## config.mk

```make
export PLATFORM = sky130hd
export DESIGN_NAME = unidad_busqueda
export DESIGN_NICKNAME = d
export VERILOG_FILES = /design/src/rtl/unidad_busqueda_pkg.sv /design/src/rtl/unidad_busqueda_registro_if_id.sv /design/src/rtl/unidad_busqueda.sv
export SDC_FILE = /design/constraint.sdc
export NUM_CORES = 1
export LEC_CHECK = 0
export ABC_CLOCK_PERIOD_IN_PS = 4100
export CORE_ASPECT_RATIO = 0.8
export CORE_MARGIN = 3
export CORE_UTILIZATION = 50
export CTS_CLUSTER_DIAMETER = 50
export DETAILED_ROUTE_END_ITERATION = 12
export GPL_ROUTABILITY_DRIVEN = 0
export MAX_ROUTING_LAYER = met4
export PLACE_DENSITY = 0.81
export RECOVER_POWER = 25
export SYNTH_ARGS = -nofsm -noshare
export SYNTH_HDL_FRONTEND = slang
export SYNTH_HIERARCHICAL = 1
export SYNTH_SLANG_ARGS = --single-unit
```

## constraint.sdc

```tcl
create_clock -name clk -period 4.1 [get_ports clk]
set_input_delay 0.615 -clock clk [delete_from_list [all_inputs] [get_ports clk]]
set_output_delay 0.615 -clock clk [all_outputs]
set_load 0.1 [all_outputs]
```

## src/rtl/unidad_busqueda_pkg.sv

```systemverilog
// Shared types and constants for the instruction fetch stage.
package paquete_busqueda;
  localparam int ANCHO_PC_DEF    = 64;
  localparam int ANCHO_INSTR_DEF = 32;
  localparam int INCREMENTO_PC   = 4;

  typedef enum logic [1:0] {
    PEDIR,
    ESPERAR,
    DESCARTAR,
    DETENIDO
  } estado_busqueda_t;
endpackage

```

## src/rtl/unidad_busqueda_registro_if_id.sv

```systemverilog
// One-entry IF/ID slot: a flush wins over a load, and a load wins over a consume.
module registro_if_id
  import paquete_busqueda::*;
#(
  parameter int ANCHO_PC    = ANCHO_PC_DEF,
  parameter int ANCHO_INSTR = ANCHO_INSTR_DEF
) (
  input  logic                   clk,
  input  logic                   reset_L,
  input  logic                   i_cargar,
  input  logic                   i_consumir,
  input  logic                   i_vaciar,
  input  logic [ANCHO_INSTR-1:0] i_instr,
  input  logic [ANCHO_PC-1:0]    i_pc,
  output logic [ANCHO_INSTR-1:0] o_instr,
  output logic [ANCHO_PC-1:0]    o_pc,
  output logic                   o_valido
);
  logic [ANCHO_INSTR-1:0] r_instr;
  logic [ANCHO_PC-1:0]    r_pc;
  logic                   r_valido;

  always_ff @(posedge clk) begin
    if (!reset_L) begin
      r_instr  <= '0;
      r_pc     <= '0;
      r_valido <= 1'b0;
    end else if (i_vaciar) begin
      r_valido <= 1'b0;
    end else if (i_cargar) begin
      r_instr  <= i_instr;
      r_pc     <= i_pc;
      r_valido <= 1'b1;
    end else if (i_consumir) begin
      r_valido <= 1'b0;
    end
  end

  assign o_instr  = r_instr;
  assign o_pc     = r_pc;
  assign o_valido = r_valido;
endmodule

```

## src/rtl/unidad_busqueda.sv

```systemverilog
// Fetch stage: PC, single-outstanding imem request FSM and IF/ID slot.
// Optional TRAP_DESALINEADO_EN: misaligned redirect targets raise err_desalineado and halt fetch.
module unidad_busqueda
  import paquete_busqueda::*;
#(
  parameter int                  ANCHO_PC    = ANCHO_PC_DEF,
  parameter int                  ANCHO_INSTR = ANCHO_INSTR_DEF,
  parameter logic [ANCHO_PC-1:0] PC_RESET    = '0
) (
  input  logic                   clk,
  input  logic                   reset_L,
  output logic                   imem_req,
  output logic [ANCHO_PC-1:0]    imem_dir,
  input  logic                   imem_gnt,
  input  logic                   imem_rvalid,
  input  logic [ANCHO_INSTR-1:0] imem_dato,
  output logic [ANCHO_INSTR-1:0] Instruccion,
  output logic [ANCHO_PC-1:0]    pc_out,
  output logic                   valido,
  input  logic                   listo,
  input  logic                   salto_tomado,
  input  logic [ANCHO_PC-1:0]    pc_salto,
  input  logic [ANCHO_PC-1:0]    Inmediato
`ifdef TRAP_DESALINEADO_EN
  ,
  output logic                   err_desalineado
`endif
);
  estado_busqueda_t    r_estado, w_estado_next;
  logic [ANCHO_PC-1:0] r_pc, r_pc_pend;
  logic [ANCHO_PC-1:0] w_objetivo_bruto, w_objetivo;
  logic                w_valido, w_libre, w_concedido, w_cargar, w_consumir, w_detener;

  assign w_objetivo_bruto = pc_salto + Inmediato;

`ifdef TRAP_DESALINEADO_EN
  logic r_err;
  logic w_desalineado;

  assign w_objetivo    = w_objetivo_bruto;
  assign w_desalineado = salto_tomado && (r_estado != DETENIDO) && (|w_objetivo_bruto[1:0]);
  // Sticky flag doubles as the "halt after the pending response" marker.
  assign w_detener     = r_err || w_desalineado;
  assign err_desalineado = r_err;

  always_ff @(posedge clk) begin
    if (!reset_L)          r_err <= 1'b0;
    else if (w_desalineado) r_err <= 1'b1;
  end
`else
  assign w_objetivo = w_objetivo_bruto & ~ANCHO_PC'(3);
  assign w_detener  = 1'b0;
`endif

  assign w_libre     = !w_valido || listo;
  assign w_concedido = imem_req && imem_gnt;
  assign w_cargar    = (r_estado == ESPERAR) && imem_rvalid && !salto_tomado;
  assign w_consumir  = w_valido && listo;
  assign imem_dir    = r_pc;

  always_ff @(posedge clk) begin
    if (!reset_L) begin
      r_estado  <= PEDIR;
      r_pc      <= PC_RESET;
      r_pc_pend <= '0;
    end else begin
      r_estado <= w_estado_next;
      if (salto_tomado && (r_estado != DETENIDO)) begin
        r_pc <= w_objetivo;
      end else if (w_concedido) begin
        r_pc_pend <= r_pc;
        r_pc      <= r_pc + ANCHO_PC'(INCREMENTO_PC);
      end
    end
  end

  always_comb begin
    w_estado_next = r_estado;
    unique case (r_estado)
      PEDIR: begin
        if (salto_tomado)     w_estado_next = w_detener ? DETENIDO : PEDIR;
        else if (w_concedido) w_estado_next = ESPERAR;
      end
      ESPERAR: begin
        if (imem_rvalid)       w_estado_next = w_detener ? DETENIDO : PEDIR;
        else if (salto_tomado) w_estado_next = DESCARTAR;
      end
      DESCARTAR: begin
        if (imem_rvalid) w_estado_next = w_detener ? DETENIDO : PEDIR;
      end
      DETENIDO: w_estado_next = DETENIDO;
      default:  w_estado_next = PEDIR;
    endcase
  end

  always_comb begin
    imem_req = 1'b0;
    if (reset_L && (r_estado == PEDIR)) begin
      imem_req = w_libre && !salto_tomado;
    end
  end

  registro_if_id #(
    .ANCHO_PC   (ANCHO_PC),
    .ANCHO_INSTR(ANCHO_INSTR)
  ) u_registro_if_id (
    .clk       (clk),
    .reset_L   (reset_L),
    .i_cargar  (w_cargar),
    .i_consumir(w_consumir),
    .i_vaciar  (salto_tomado),
    .i_instr   (imem_dato),
    .i_pc      (r_pc_pend),
    .o_instr   (Instruccion),
    .o_pc      (pc_out),
    .o_valido  (w_valido)
  );

  assign valido = w_valido;
endmodule

```

==> results.cfg <==
[run_status]
outcome = complete, but fails checks
violations = max-capacitance violations, max-slew violations

[logic_synthesis]
synth_top_area_share_pct = 34.3
synth_area_per_cell_um2 = 7.92
synth.most_common_cell = nand2_1
synth.ff_latch_count = 223
ys.flop_type = dfxtp_1
yosys-top-cells-area = dfxtp_1 (34%), nand2_1 (11%), mux2i_1 (7.5%), a21oi_1 (6.4%), ha_1 (6.1%)
syn_inst = 1642
synth.cell_area_um2 = 13000
synthArstFlopShare_pct = 0
synth_cell_types = 74
yosysTopAreaCell = dfxtp_1
seq_area_frac_synth_pct = 34.3
ys_top_cells_by_count = nand2_1 (389), dfxtp_1 (223), a21oi_1 (166), mux2i_1 (97), nor2_1 (84)
yosysWarnings = 6
synth_edf_count = 0

[clock_network]
insertion_delay_ns = 0.51
ctsHoldBuffers = 0
clockBufferDepth = 3
cts_root_buf = clkbuf_16
cts_setup_buffers = 0
cts_resized = 0
h-tree-depth = 1
cts_buffers = 27
tritoncts = done
clock-sinks = 223
clk_pin_slew_ns = 0.06

[setup_path]
critPathTopFamily = compound AO/OA/AOI/OAI gates
arrival_ns = 3.80
crit_type = in2reg
rrSetupSlack_ns = 1.20
required_ns = 4.42
path_max_fanout = 7
path_buf_inv = 1
slowest_delay_ns = 0.42
end_kind = register
crit_chain = clkdlybuf4s50_1 > ha_1 > a21oi_1 > o21ai_0 > a221o_1 > a21oi_1 > o21ai_0 > a221oi_1 > o31a_1 > o21ai_0 > xnor2_1 > a211oi_1
start_kind = primary input
cpMostUsedCell = o21ai_0
slowest_stage = clkdlybuf4s50_1

[power]
power_density_nw_per_um2 = 383
power.leakage_nw = 6.28
vdd_ir_drop_max_mv = 0.259

[sta]
fin_tns_setup_ns = 0
tightest_slew_ns = 1.78
relSlewSlack_pct = -18.5
fin_crit_sh_pct = 85.0
fmax_mhz = 287
period_minus_slack_ns = 3.49
clock-skew-final_ns = 0.0110
hold_viol_final = 0
rsz0062_at_grt = no
finalMaxSlewViolations = 144
report.final.setup_viol = 0

[floorplanning]
start_util_pct = 51.1
design.core.area_um2 = 25400
ios = 328
rows = 52
die_w_um = 186
die_y_um = 150
dieArea_um2 = 28000

[routing]
drc_errors = 0
ant_nets = 0
via_per_inst = 5.71
routed_wl_um = 40300
num_vias = 13000
drtPass1Iterations = 5
wl_per_cell_um = 17.7
drt_iter0_drc = 1261

[hold_path]
min_path_type = reg2reg

[placement]
placed_cell_area_um2 = 16300
hpwl_um = 29800
dp.cells = 2227
io_buffers = 325

[cells_and_area]
postLayoutCellArea_um2 = 17300
synthToLayoutAreaGrowth_pct = 32.9
drive_above_1_share_pct = 4.21
fin_cells = 2277
final_net_count = 2134
nFillCells = 2073

[global_route]
grt_pass1_vias = 11700
grt-ovfl-total = 0
grt_pass1_wl_um = 61300
grt_usage_pct = 27.4
grt_antenna_before_repair = 2
grt_max_degree = 214

[run]
maxCapViolations = 2
tightest hold or removal path, delay by kind of cell (launching register included):
family,cells,cell delay (ns)
DFF,1,0.31
AOI/OAI and AO/OA,1,0.05
and+or+nand+nor,1,0.05
state kept, by name, summed over array words and instances (netlist names):
register                   cells
u_registro_if_id/o_instr      32
r_estado                       2
u_registro_if_id/o_pc         64
r_pc_pend                     62
u_registro_if_id/o_valido      1
imem_dir                      62
metal layers:
metal  vias to the layer above  track usage [%]  share of wire, %
met1                      5929             40.4                47
met4                         0             8.52               2.9
li1                       6335                -                 -
met5                         -                -                 0
met2                       671             38.9                41
met3                        70             3.67               9.0
cell type report:
| type | instances | area, um2 | share of cell area (%) |
|---|---|---|---|
| inverters | 28 | 105 | 0.609 |
| clock inverters | 14 | 200 | 1.16 |
| clock buffers | 34 | 752 | 4.35 |
| diodes | 2 | 5.00 | 0.0290 |
| multi-input cells | 1290 | 7950 | 46.0 |
| flip-flops and latches | 223 | 4460 | 25.9 |
| well taps | 351 | 439 | 2.54 |
| repair buffers | 335 | 3350 | 19.4 |
metrics by stage:
stage | util (%) | power [mW] | worst slack [ns] | hold slack (ns)
6_report | 67.9 | 6.62 | 0.614 | 0.454
5_1_grt | 67.9 | 6.86 | 0.461 | 0.469
4_1_cts | 67.9 | 6.62 | 0.781 | 0.455
3_5_place_dp | 64.2 | 4.13 | 0.253 | 0.447
3_3_place_gp | 64.2 | 4.11 | 0.309 | 0.441
2_1_floorplan | - | 3.59 | 0.631 | 0.437
layout by cell type, fill, tap and decap left out, drive strengths merged, types with 27 or more instances in the layout:
| cell type | count |
|---|---|
| xor2 | 35 |
| a21oi | 166 |
| and3 | 27 |
| nor2 | 84 |
| nand2 | 389 |
| nand3 | 42 |
| clkdlybuf4s50 | 322 |
| clkbuf | 35 |
| xnor2 | 55 |
| o21ai | 55 |
| a21o | 28 |
| mux2i | 97 |
| dfxtp | 223 |
| ha | 63 |
| inv | 32 |
| nand4 | 32 |
power by group:
group | internal, mW | switching [mW] | leakage (nW)
Sequential | 2.25 | 0.127 | 1.81
Combinational | 0.593 | 1.16 | 4.00
Clock | 1.56 | 0.929 | 0.469
Total | 4.40 | 2.22 | 6.28
path summary, 6_finish.rpt:
path,from,to,cells past startpoint
worst min register to register,r_pc_pend[39],r_pc_pend[39],2
worst max-delay path,pc_salto[28],imem_dir[54],12
worst min-delay path,r_pc_pend[39],r_pc_pend[39],2
worst max register to register,imem_dir[16],imem_dir[43],8
logic make-up (layout without fill, tap and decap cells):
group                    count (synthesis)  after routing  share of synthesized area, %
AO/OA/AOI/OAI                          394            394                          19.5
XOR/XNOR                                90             90                          6.06
adder cells (fa/ha/maj)                 63             63                          6.06
buffers and inverters                  132            411                          4.68
flip-flops                             223            223                          34.3
multiplexers                            97             97                          7.47
other                                    1              6                        0.0289
AND/OR/NAND/NOR                        642            642                          21.8
No activity file was read; power rests on OpenSTA's default activity.
